$ cat src/rtl/motor_pwm_driver_if.sv
// Motor speed request in, H-bridge drive and status out.
// motor is a level request sampled every clock (no valid/ready handshake); all outputs are registered.
interface motor_pwm_driver_if;
  logic [1:0]  motor;
  logic        pwm_a;
  logic        pwm_b;
  logic        dir;
  logic [15:0] duty;
  logic        moving;
  logic [1:0]  state_dbg;

  modport master (
    output motor,
    input  pwm_a, pwm_b, dir, duty, moving, state_dbg
  );

  modport slave (
    input  motor,
    output pwm_a, pwm_b, dir, duty, moving, state_dbg
  );
endinterface

$ cat src/rtl/motor_pwm_driver.sv
// Ramped PWM H-bridge driver with ramp-down and dead time on direction reversal.
// state_dbg: 0 IDLE, 1 RUN, 2 DOWN, 3 DEAD.
module motor_pwm_driver #(
  parameter int unsigned PWM_PERIOD = 1000,
  parameter int unsigned DUTY_FOR   = 600,
  parameter int unsigned DUTY_FAST  = 900,
  parameter int unsigned DUTY_BACK  = 600,
  parameter int unsigned RAMP_STEP  = 10,
  parameter int unsigned RAMP_DIV   = 1000,
  parameter int unsigned DEAD_TIME  = 50
) (
  input logic               clk,
  input logic               rst,
  motor_pwm_driver_if.slave bus
);

  typedef enum logic [1:0] {
    IDLE = 2'd0,
    RUN  = 2'd1,
    DOWN = 2'd2,
    DEAD = 2'd3
  } state_t;

  localparam logic [15:0] PERIOD_W = 16'(PWM_PERIOD);
  localparam logic [15:0] STEP_W   = 16'(RAMP_STEP);
  localparam logic [15:0] T_FOR    = 16'((DUTY_FOR  > PWM_PERIOD) ? PWM_PERIOD : DUTY_FOR);
  localparam logic [15:0] T_FAST   = 16'((DUTY_FAST > PWM_PERIOD) ? PWM_PERIOD : DUTY_FAST);
  localparam logic [15:0] T_BACK   = 16'((DUTY_BACK > PWM_PERIOD) ? PWM_PERIOD : DUTY_BACK);

  state_t      state;
  logic [1:0]  motor_q;
  logic [15:0] pcnt;
  logic [15:0] ramp;
  logic [15:0] duty_applied;
  logic [31:0] div_cnt;
  logic [31:0] dead_cnt;
  logic        dir;
  logic        pwm_a_q;
  logic        pwm_b_q;
  logic        moving_q;

  logic        req_stop;
  logic        req_dir;
  logic        reversal_pending;
  logic [15:0] target;
  logic [15:0] eff_target;
  logic        tick;
  logic [15:0] up_diff;
  logic [15:0] dn_diff;
  logic [15:0] ramp_nxt;
  logic [15:0] pcnt_nxt;
  logic [15:0] duty_nxt;
  logic        legs_enabled;
  logic        on_nxt;

  always_comb begin
    req_stop         = (motor_q == 2'b00);
    req_dir          = (motor_q == 2'b10);
    reversal_pending = !req_stop && (req_dir != dir);

    target = 16'd0;
    case (motor_q)
      2'b01:   target = T_FOR;
      2'b11:   target = T_FAST;
      2'b10:   target = T_BACK;
      default: target = 16'd0;
    endcase

    eff_target = (state == RUN && !req_stop && !reversal_pending) ? target : 16'd0;
    tick       = (div_cnt == RAMP_DIV - 1);
    up_diff    = eff_target - ramp;
    dn_diff    = ramp - eff_target;

    // The ramp only advances once the previous step has been applied, so the
    // applied duty changes by at most one step per PWM period.
    ramp_nxt = ramp;
    if (tick && ramp == duty_applied) begin
      if (ramp < eff_target)
        ramp_nxt = ramp + ((up_diff < STEP_W) ? up_diff : STEP_W);
      else if (ramp > eff_target)
        ramp_nxt = ramp - ((dn_diff < STEP_W) ? dn_diff : STEP_W);
    end

    pcnt_nxt     = (pcnt == PERIOD_W - 16'd1) ? 16'd0 : pcnt + 16'd1;
    duty_nxt     = (pcnt_nxt == 16'd0) ? ramp : duty_applied;
    legs_enabled = (state == RUN) || (state == DOWN);
    on_nxt       = (pcnt_nxt < duty_nxt);
  end

  always_ff @(posedge clk or negedge rst) begin
    if (!rst) begin
      state        <= IDLE;
      motor_q      <= 2'b00;
      pcnt         <= 16'd0;
      ramp         <= 16'd0;
      duty_applied <= 16'd0;
      div_cnt      <= 32'd0;
      dead_cnt     <= 32'd0;
      dir          <= 1'b0;
      pwm_a_q      <= 1'b0;
      pwm_b_q      <= 1'b0;
      moving_q     <= 1'b0;
    end else begin
      motor_q      <= bus.motor;
      pcnt         <= pcnt_nxt;
      div_cnt      <= tick ? 32'd0 : div_cnt + 32'd1;
      ramp         <= ramp_nxt;
      duty_applied <= duty_nxt;
      moving_q     <= (duty_nxt != 16'd0);
      pwm_a_q      <= legs_enabled && !dir && on_nxt;
      pwm_b_q      <= legs_enabled &&  dir && on_nxt;

      // dir is only ever updated from IDLE or DEAD, where the applied duty is already 0.
      case (state)
        IDLE: begin
          if (!req_stop) begin
            dir   <= req_dir;
            state <= RUN;
          end
        end
        RUN: begin
          if (req_stop || reversal_pending)
            state <= DOWN;
        end
        DOWN: begin
          if (!req_stop && !reversal_pending) begin
            state <= RUN;
          end else if (ramp == 16'd0 && duty_applied == 16'd0) begin
            state    <= DEAD;
            dead_cnt <= 32'd0;
          end
        end
        DEAD: begin
          if (dead_cnt == DEAD_TIME - 1) begin
            dead_cnt <= 32'd0;
            if (req_stop) begin
              state <= IDLE;
            end else begin
              dir   <= req_dir;
              state <= RUN;
            end
          end else begin
            dead_cnt <= dead_cnt + 32'd1;
          end
        end
        default: state <= IDLE;
      endcase
    end
  end

  assign bus.pwm_a     = pwm_a_q;
  assign bus.pwm_b     = pwm_b_q;
  assign bus.dir       = dir;
  assign bus.duty      = duty_applied;
  assign bus.moving    = moving_q;
  assign bus.state_dbg = state;

endmodule
$ cat src/flat_wrapper.sv
// flat-port wrapper written by rule: the top's interface ports become plain ports
module motor_pwm_driver_flat 
#(
  parameter int unsigned PWM_PERIOD = 1000,
  parameter int unsigned DUTY_FOR   = 600,
  parameter int unsigned DUTY_FAST  = 900,
  parameter int unsigned DUTY_BACK  = 600,
  parameter int unsigned RAMP_STEP  = 10,
  parameter int unsigned RAMP_DIV   = 1000,
  parameter int unsigned DEAD_TIME  = 50
)
  (clk, rst, bus_motor, bus_pwm_a, bus_pwm_b, bus_dir, bus_duty, bus_moving, bus_state_dbg);
  motor_pwm_driver_if bus_i ();
  input logic clk;
  input logic rst;
  input wire logic [$bits(bus_i.motor)-1:0] bus_motor;
  output wire logic [$bits(bus_i.pwm_a)-1:0] bus_pwm_a;
  output wire logic [$bits(bus_i.pwm_b)-1:0] bus_pwm_b;
  output wire logic [$bits(bus_i.dir)-1:0] bus_dir;
  output wire logic [$bits(bus_i.duty)-1:0] bus_duty;
  output wire logic [$bits(bus_i.moving)-1:0] bus_moving;
  output wire logic [$bits(bus_i.state_dbg)-1:0] bus_state_dbg;
  assign bus_i.motor = bus_motor;
  assign bus_pwm_a = bus_i.pwm_a;
  assign bus_pwm_b = bus_i.pwm_b;
  assign bus_dir = bus_i.dir;
  assign bus_duty = bus_i.duty;
  assign bus_moving = bus_i.moving;
  assign bus_state_dbg = bus_i.state_dbg;
  motor_pwm_driver #(.PWM_PERIOD(PWM_PERIOD), .DUTY_FOR(DUTY_FOR), .DUTY_FAST(DUTY_FAST), .DUTY_BACK(DUTY_BACK), .RAMP_STEP(RAMP_STEP), .RAMP_DIV(RAMP_DIV), .DEAD_TIME(DEAD_TIME)) u_core (.clk(clk), .rst(rst), .bus(bus_i));
endmodule
$ cat config.mk
export PLATFORM = sky130hd
export DESIGN_NAME = motor_pwm_driver_flat
export DESIGN_NICKNAME = d
export VERILOG_FILES = /design/src/rtl/motor_pwm_driver_if.sv /design/src/rtl/motor_pwm_driver.sv /design/src/flat_wrapper.sv
export SDC_FILE = /design/constraint.sdc
export NUM_CORES = 1
export LEC_CHECK = 0
export CORE_ASPECT_RATIO = 1.25
export CORE_UTILIZATION = 45
export CTS_BUF_LIST = sky130_fd_sc_hd__clkbuf_2 sky130_fd_sc_hd__clkbuf_4 sky130_fd_sc_hd__clkbuf_8
export CTS_CLUSTER_SIZE = 16
export DETAILED_ROUTE_END_ITERATION = 8
export PLACE_DENSITY = 0.63
export SLEW_MARGIN = 40
export SYNTH_ARGS = -nofsm -noshare
export SYNTH_HDL_FRONTEND = slang
export SYNTH_SLANG_ARGS = --single-unit
$ cat constraint.sdc
create_clock -name clk -period 8.26 [get_ports clk]
set_clock_uncertainty 0.2 [all_clocks]
set_input_delay 1.652 -clock clk [delete_from_list [all_inputs] [get_ports clk]]
set_output_delay 1.652 -clock clk [all_outputs]
set_load 0.01 [all_outputs]
**Word-level counts from Yosys, hierarchy flattened**

Cells that the tools add are included.

- Add/sub/neg operators: 7
- Reductions and logical operators: 29
- Multiplexer cells: 23
- Equal/unequal tests: 17
- Bitwise logic cells: 0
- Magnitude comparators: 5
- Multiply operators: 0
- Divide/modulo/power cells: 0
- Shifts and indexed selects: 0

Operators by type and width:

| operator | count |
|---|---|
| 2-to-1 mux 32 bit | 4 |
| 2-to-1 mux 16 bit | 6 |
| adder 32 x 1 -> 32 bit (second input constant) | 2 |
| one-hot mux 32 bit (2 select lines) | 1 |
| zero test 16 bit | 3 |
| subtractor 16 bit | 3 |
| equality test 32 x 10 -> 1 bit (second input constant) | 1 |
| equality test 32 x 6 -> 1 bit (second input constant) | 1 |
| < comparator 16 bit | 2 |
| < comparator 16 x 4 -> 1 bit (second input constant) | 2 |
| one-hot mux 10 bit (2 select lines) | 1 |
| adder 16 x 1 -> 16 bit (second input constant) | 1 |
| adder 16 bit | 1 |
| equality test 16 x 10 -> 1 bit (second input constant) | 1 |
| equality test 16 bit | 1 |
| > comparator 16 bit | 1 |
| nonzero test 16 bit | 1 |
| logical AND 1 bit | 10 |
| 2-to-1 mux 10 bit | 1 |
| 2-to-1 mux 2 bit | 5 |
| equality test 2 bit (second input constant) | 4 |
| inequality test 2 bit (second input constant) | 4 |
| one-hot mux 2 bit (4 select lines) | 1 |
| nonzero test 2 bit | 3 |
| 13 further kinds | 21 |

- Memories: 0
- Output and inout port bits: 22
- Memory bits (writable): 0
- Bits in read-only memories: 0
- Latch bits: 0
- Register bits after elaboration: 120
- Logic and storage cells: 92

**Depth between registers and ports, before layout**

Gate-level depths: netlist (run 1).

- Depth in word-level cells: 12
- Gate-level depth with buffers: 30
- Gate-level depth less buffers: 30

**Worst setup path after synthesis (run 1)**

Ideal clock, no wire load.

- Kind: flip-flop to flip-flop
- From: register u_core.motor_q[0]
- To: register u_core.ramp[15]
- Setup slack: 1.970 ns
- Buffers on the path: 1
- Arrival time: 5.959 ns
- Required time: 7.929 ns
- Setup time: 0.131 ns
- Cell stages (with the launch flop): 29
- Period minus slack after synthesis: 6.290 ns
- Cell sequence: dfrtp_1 > inv_1 > ha_1 > xor2_1 > nor2_1 > and2_1 > nand2_1 > inv_1 > ha_1 > and4bb_1 > o2111a_1 > a2111oi_0 > nor4_1 > nor4_2 > o2111ai_2 > clkbuf_1 > nor2_1 > ha_1 > inv_1 > o41ai_1 > ha_1 > o2111ai_1 > a31oi_1 > a41oi_1 > a2111oi_0 > a211oi_1 > or3_1 > o22ai_1 > or3_1

- Cells in the longest elaborated chain, start to end: 12
- Elaborated cells on any way between the ends: 27
- Classes of those cells: 4 x add/sub; 4 x order compare; 4 x eq/ne; 6 x mux; 9 x reduce/logical

RTL lines:

| item | line | source |
|---|---|---|
| start: declaration | motor_pwm_driver.sv:31 | `logic [1:0] motor_q;` |
| start signal: assignment | motor_pwm_driver.sv:104 | `motor_q <= bus.motor;` |
| equality test 2 bit (*) | motor_pwm_driver.sv:58 | `req_dir = (motor_q == 2'b10);` |
| net u_core.req_dir | motor_pwm_driver.sv:43 | `logic req_dir;` |
| inequality test 1 bit | motor_pwm_driver.sv:59 | `reversal_pending = !req_stop && (req_dir != dir);` |
| logical AND 1 bit | motor_pwm_driver.sv:59 |  |
| zero test 1 bit | motor_pwm_driver.sv:69 | `eff_target = (state == RUN && !req_stop && !reversal_pending) ? target : 16'd0;` |
| logical AND 1 bit | motor_pwm_driver.sv:69 |  |
| 2-to-1 mux 10 bit (*) | motor_pwm_driver.sv:69 |  |
| subtractor 16 bit | motor_pwm_driver.sv:72 | `dn_diff = ramp - eff_target;` |
| < comparator 16 x 4 -> 1 bit | motor_pwm_driver.sv:81 | `ramp_nxt = ramp - ((dn_diff < STEP_W) ? dn_diff : STEP_W);` |
| 2-to-1 mux 16 bit | motor_pwm_driver.sv:81 |  |
| subtractor 16 bit | motor_pwm_driver.sv:81 |  |
| 2-to-1 mux 16 bit | motor_pwm_driver.sv:80 | `else if (ramp > eff_target)` |
| 2-to-1 mux 16 bit | motor_pwm_driver.sv:78 | `if (ramp < eff_target)` |
| end signal: assignment | motor_pwm_driver.sv:107 | `ramp <= ramp_nxt;` |
| end: declaration | motor_pwm_driver.sv:33 | `logic [15:0] ramp;` |

The timed path passes the listed nets; every way through them passes the cells marked *. The select of a mux whose other input is x is not followed.
A chain may end at the register's enable or synchronous reset.

**Worst setup path after layout (run 1)**

Ends and elaborated chain as after synthesis.

==> flow_metrics.py, run 1 <==
metrics = {
    "grt": {
        "grt_max_degree": 73,
        "antenna_found_initial": 0,
        "grt-ovfl-total": 0,
        "track_usage": 0.218,
        "grt_pass1_vias": 6587,
        "grt_first_pass_wirelength_um": 32300,
    },
    "floorplan": {
        "dieWidth_um": 123,
        "top_level_ports": 26,
        "core-area_mm2": 0.0177,
        "die_h_um": 153,
        "rows": 54,
        "start_util": 0.465,
        "design.die.area_mm2": 0.0188,
    },
    "critical_path": {
        "cp_slowest_stage_delay_ps": 510,
        "r2r_setup_slack_ps": 1210,
        "cp.arrival_ps": 7190,
        "path_class": "reg2reg",
        "crit_top_cell": "ha_1",
        "r2r-start": "u_core.motor_q[0]$_DFF_PN0_",
        "crit_path_end_kind": "flip-flop",
        "startpoint_type": "flip-flop",
        "cp_slowest_cell": "a2111oi_0",
        "cp-startpoint": "u_core.motor_q[0]$_DFF_PN0_",
        "required_ps": 8400,
        "cp_max_fo": 15,
    },
    "status": {
        "status": "finished, final reports clean",
    },
    "timing": {
        "setup_violations": 0,
        "rsz0062_at_grt": "false",
        "tns_ps": 0,
        "slew_violations": 0,
        "finalCritPeriodShare": 0.853,
        "worst_slew_pin_slew_ps": 742,
        "fin_ws_ps": 1210,
        "fin_crit_ps": 7050,
        "finalHoldViolations": 0,
        "fmax_mhz": 142,
        "slew_headroom": 0.501,
    },
    "synth": {
        "synthesis.area_mm2": 0.00823,
        "yosysSeqAreaShare": 0.365,
        "synth-async-reset-ratio": 1.00,
        "postSynthCellCount": 918,
        "ys.flop_type": "dfrtp_1",
        "synth_cell_types": 72,
        "avgSynthCellArea_um2": 8.97,
        "synth-seq-cells": 120,
        "mappedNetlistNets": 984,
        "ys.warnings.count": 0,
        "synth_edf_count": 0,
    },
    "route": {
        "wire_per_inst_um": 16.2,
        "vias": 6638,
        "postRouteAntennaNets": 0,
        "drc_errors": 0,
        "first_pass_iters": 5,
        "viasPerCell": 5.67,
        "wl_um": 19000,
        "drtIter0Drc": 285,
    },
    "clock_network": {
        "cts.clk_slew.worst_paths_ps": 70,
        "holdBufCountCts": 0,
        "insertion_delay_ps": 460,
        "ctsResizeCount": 0,
        "post_cts_buffers": 0,
        "cts_buffers": 17,
        "cts_tree": "yes",
        "clk_path_buf_depth": 2,
        "htreeDepth": 4,
        "cts_root_buf": "clkbuf_8",
        "cts.sinks": 120,
    },
    "pwr": {
        "ir_drop_mv": 0.106,
        "p_leak_uw": 0.00414,
        "total_power_uw": 1880,
        "powerDensity_mw_per_mm2": 207,
    },
    "cells_and_area": {
        "mostFrequentLayoutCells": "dfrtp_1, nand2_1, nor2_1, xnor2_1, ha_1",
        "final_layout_size_suffix_gt1_frac": 0.0634,
        "fin_nets": 999,
        "antenna_cells": 0,
        "final_common_cell": "dfrtp_1",
        "syn2layout_area_growth_pct": 10.2,
    },
    "worst_hold_path": {
        "hold_start": "u_core.div_cnt[31]$_DFF_PN0_",
        "hp-class": "reg2reg",
    },
    "placed_design": {
        "dp_slack_ps": 1240,
        "gp_congestion": 0.935,
        "dpl.hpwl_um": 13900,
        "io_buffers": 25,
    },
    "job": {
        "drv_cap": 0,
    },
}
==> layout make-up <==
type	instances	area (µm²)
Tap cell	224	280
Inverter	55	206
Fill cell	1669	8630
Timing Repair Buffer	29	282
Clock inverter	11	123
Clock buffer	21	277
Sequential cell	120	3000
Multi-Input combinational cell	710	4900
==> final timing paths <==
kind / end / cells after the start
worst max-delay path: u_core.ramp[15]$_DFFE_PN0P_ / 28
worst min-delay path: u_core.div_cnt[31]$_DFF_PN0_ / 1
worst max register to register: u_core.ramp[15]$_DFFE_PN0P_ / 28
worst min register to register: u_core.div_cnt[31]$_DFF_PN0_ / 1
max in group asynchronous: u_core.pcnt[9]$_DFF_PN0_ / 2
min in group asynchronous: u_core.div_cnt[1]$_DFF_PN0_ / 1
==> synth_stat cells (6+ instances only) <==
master | n | area (µm²)
o31ai_1 | 11 | 82.6
nand2_1 | 78 | 293
nand3_1 | 33 | 165
mux2i_1 | 12 | 120
a211oi_1 | 7 | 52.6
clkbuf_1 | 26 | 97.6
and3_1 | 18 | 113
and2_1 | 6 | 37.5
nor4_1 | 23 | 144
or3_1 | 16 | 100
nor3_1 | 29 | 145
inv_1 | 55 | 206
ha_1 | 60 | 751
o41ai_1 | 9 | 78.8
nor2b_1 | 10 | 62.6
nand4_1 | 34 | 213
a21o_1 | 17 | 128
dfrtp_1 | 120 | 3000
xnor2_1 | 62 | 543
a21oi_1 | 33 | 165
xor2_1 | 38 | 333
nand2b_1 | 10 | 62.6
nor2_1 | 68 | 255
o21ai_0 | 52 | 260
and4_1 | 6 | 52.6
==> per-layer routing <==
metal / share of wire / global-route usage / vias up
met5: 0 / 0 / -
met4: 0.022 / 0.0866 / 0
met3: 0.032 / 0.0399 / 25
li1: - / - / 3330
met1: 0.46 / 0.276 / 3171
met2: 0.49 / 0.364 / 112
==> worst max-delay path, delay by kind of cell, from the launching register on <==
| family | cells | cell delay [ps] |
|---|---|---|
| DFF | 1 | 350 |
| adders and majority gates | 4 | 1130 |
| AOI/OAI and AO/OA | 10 | 2710 |
| buffers and inverters | 3 | 420 |
| xor gates and xnor gates | 1 | 160 |
| and+or+nand+nor | 10 | 1960 |
==> where the power goes <==
group | switching, µW | leakage, µW | internal (µW)
Combinational | 424 | 0.00230 | 303
Clock | 252 | 0.000195 | 290
Sequential | 14.8 | 0.00164 | 598
Total | 691 | 0.00414 | 1190
==> per-stage QoR <==
| stage | hold WS (ps) | utilization | std cells | instance area [µm²] |
|---|---|---|---|---|
| finish | 273 | 0.512 | 1170 | 9070 |
| CTS | 280 | 0.512 | 1170 | 9070 |
| global placement | 253 | 0.489 | 1138 | 8650 |
| detailed placement | 267 | 0.490 | 1138 | 8670 |
| floorplan | 233 | - | 918 | 8230 |
| global route | 297 | 0.512 | 1170 | 9070 |
==> sequential cells by signal, indices dropped and copies added, names as in the netlist <==
| signal | flops |
|---|---|
| u_core.dead_cnt | 32 |
| u_core.bus.state_dbg | 2 |
| u_core.bus.duty | 16 |
| u_core.pcnt | 16 |
| u_core.motor_q | 2 |
| u_core.bus.moving | 1 |
| u_core.bus.pwm_b | 1 |
| u_core.bus.dir | 1 |
| u_core.div_cnt | 32 |
| u_core.bus.pwm_a | 1 |
| u_core.ramp | 16 |
==> cell families (layout without fill, tap and decap cells) <==
family / after synthesis / after routing / share of synthesized area
adder cells (fa/ha/maj): 62 / 62 / 0.0961
AND/OR/NAND/NOR: 352 / 352 / 0.223
buffers and inverters: 88 / 116 / 0.0418
XOR/XNOR: 100 / 100 / 0.106
flip-flops: 120 / 120 / 0.365
multiplexers: 18 / 18 / 0.0228
AO/OA/AOI/OAI: 178 / 178 / 0.145
Note: power is estimated with default switching activity, not from simulation.
==> inputs of run 2 (changes only) <==
Settings changed: DONT_BUFFER_PORTS set to 1, PLACE_DENSITY 0.63 to 0.62.
==> flow_metrics.py, run 2 (synthesized netlist as in run 1, its figures left out) <==
metrics = {
    "status": {
        "status": "finished, final reports clean",
    },
    "worst_hold_path": {
        "whs_endpoint": "u_core.div_cnt[0]$_DFF_PN0_",
        "holdPathStages": 1,
        "hp-class": "reg2reg",
        "hold_start": "u_core.div_cnt[0]$_DFF_PN0_",
    },
    "floorplan": {
        "start_util": 0.465,
        "top_level_ports": 26,
        "core-area_mm2": 0.0177,
        "die_h_um": 153,
        "dieWidth_um": 123,
        "rows": 54,
        "design.die.area_mm2": 0.0188,
    },
    "timing": {
        "rsz0062_at_grt": "false",
        "tns_ps": 0,
        "slew_headroom": 0.473,
        "setup_violations": 0,
        "fmax_mhz": 142,
        "worst_slew_pin_slew_ps": 780,
        "slew_violations": 0,
        "finalCritPeriodShare": 0.855,
        "finalHoldViolations": 0,
        "fin_ws_ps": 1200,
        "fin_crit_ps": 7060,
    },
    "pwr": {
        "ir_drop_mv": 0.101,
        "powerDensity_mw_per_mm2": 207,
        "p_leak_uw": 0.00402,
    },
    "clock_network": {
        "holdBufCountCts": 0,
        "cts_buffers": 17,
        "cts_tree": "yes",
        "ctsResizeCount": 0,
        "post_cts_buffers": 0,
        "cts.clk_slew.worst_paths_ps": 80,
        "htreeDepth": 4,
        "cts.sinks": 120,
        "insertion_delay_ps": 450,
        "cts_root_buf": "clkbuf_8",
        "clk_path_buf_depth": 2,
    },
    "cells_and_area": {
        "antenna_cells": 0,
        "final_layout_size_suffix_gt1_frac": 0.0651,
        "final_common_cell": "dfrtp_1",
        "fill_cells": 1727,
        "multi_input_area_mm2": 0.00491,
        "finalInstanceArea_mm2": 0.00878,
        "syn2layout_area_growth_pct": 6.64,
        "regArea_mm2": 0.00300,
        "reg.largest.list": "u_core.dead_cnt (32), u_core.div_cnt (32)",
        "fin_nets": 974,
        "mostFrequentLayoutCells": "dfrtp_1, nand2_1, nor2_1, xnor2_1, ha_1",
    },
    "route": {
        "first_pass_iters": 5,
        "drtIter0Drc": 359,
        "wl_um": 19500,
        "vias": 6660,
        "drc_errors": 0,
        "wire_per_inst_um": 17.1,
        "postRouteAntennaNets": 0,
        "viasPerCell": 5.82,
    },
    "critical_path": {
        "required_ps": 8380,
        "crit_top_cell": "ha_1",
        "cp_slowest_cell": "a2111oi_0",
        "path_class": "reg2reg",
        "cp-startpoint": "u_core.motor_q[0]$_DFF_PN0_",
        "r2r_setup_slack_ps": 1200,
        "cp_slowest_stage_delay_ps": 470,
        "startpoint_type": "flip-flop",
        "r2r-start": "u_core.motor_q[0]$_DFF_PN0_",
        "cp.arrival_ps": 7190,
        "cp_max_fo": 15,
        "crit_path_end_kind": "flip-flop",
        "r2r_end": "u_core.ramp[15]$_DFFE_PN0P_",
        "worstRegToRegCells": 28,
    },
    "grt": {
        "track_usage": 0.220,
        "grt-ovfl-total": 0,
        "antenna_found_initial": 0,
        "grt_max_degree": 121,
        "grt_pass1_vias": 6485,
        "grt_first_pass_wirelength_um": 32600,
    },
    "placed_design": {
        "placed_cell_area_mm2": 0.00842,
        "dp_slack_ps": 1220,
        "io_buffers": 0,
        "gp_congestion": 0.874,
        "dpl.hpwl_um": 14200,
    },
    "job": {
        "drv_cap": 0,
    },
}
==> run 2: changes by cell type in the layout (fill, tap and decap cells not counted), sizes merged <==
cell           change
clkinv             +1
clkinvlp           +1
clkdlybuf4s50     -24
buf                -1
bufinv             -2
==> run 2: worst max-delay path, delay by kind of cell (launching register included) <==
family                     cells  cell delay (ps)
AOI/OAI and AO/OA             10             2660
and+or+nand+nor               10             2010
adders and majority gates      4             1140
buffers and inverters          3              420
DFF                            1              360
xor gates and xnor gates       1              160
==> run 2: worst max path at each step <==
| stage | endpoint | slack (ps) |
|---|---|---|
| 2_1_floorplan | u_core.ramp[15]$_DFFE_PN0P_ | 1970 |
| 6_report | u_core.ramp[15]$_DFFE_PN0P_ | 1200 |
| 3_5_place_dp | u_core.ramp[15]$_DFFE_PN0P_ | 1220 |
| 4_1_cts | u_core.ramp[15]$_DFFE_PN0P_ | 1190 |
| 3_3_place_gp | u_core.ramp[15]$_DFFE_PN0P_ | 1460 |
| 5_1_grt | u_core.ramp[15]$_DFFE_PN0P_ | 530 |
==> run 2: final cells by class <==
type / instances / share of cell area
Tap cell: 224 / 0.0319
Timing Repair Buffer: 4 / 0.00342
Inverter: 55 / 0.0235
Clock inverter: 11 / 0.00855
Sequential cell: 120 / 0.342
Multi-Input combinational cell: 710 / 0.559
Clock buffer: 21 / 0.0315
==> run 2: metrics by stage <==
| step | util | instances | power, µW | hold WS [ps] |
|---|---|---|---|---|
| 2_1_floorplan | - | 918 | 1200 | 233 |
| 3_3_place_gp | 0.475 | 1113 | 1330 | 250 |
| 3_5_place_dp | 0.476 | 1113 | 1340 | 253 |
| 4_1_cts | 0.495 | 1145 | 1830 | 263 |
| 5_1_grt | 0.496 | 1145 | 1940 | 285 |
| 6_report | 0.496 | 1145 | 1820 | 258 |
==> run 2: power breakdown <==
group / switching [µW] / total [µW] / internal [µW]
sequential: 19.3 / 617 / 597
combinational: 420 / 716 / 296
clock: 256 / 485 / 228
total: 695 / 1820 / 1120
==> run 2: layer usage <==
layer | wire, µm | up-vias | track usage
met2 | 9490 | 105 | 0.368
li1 | - | 3295 | -
met1 | 8790 | 3229 | 0.274
met5 | 0 | - | 0
met3 | 831 | 31 | 0.0519
met4 | 424 | 0 | 0.0763
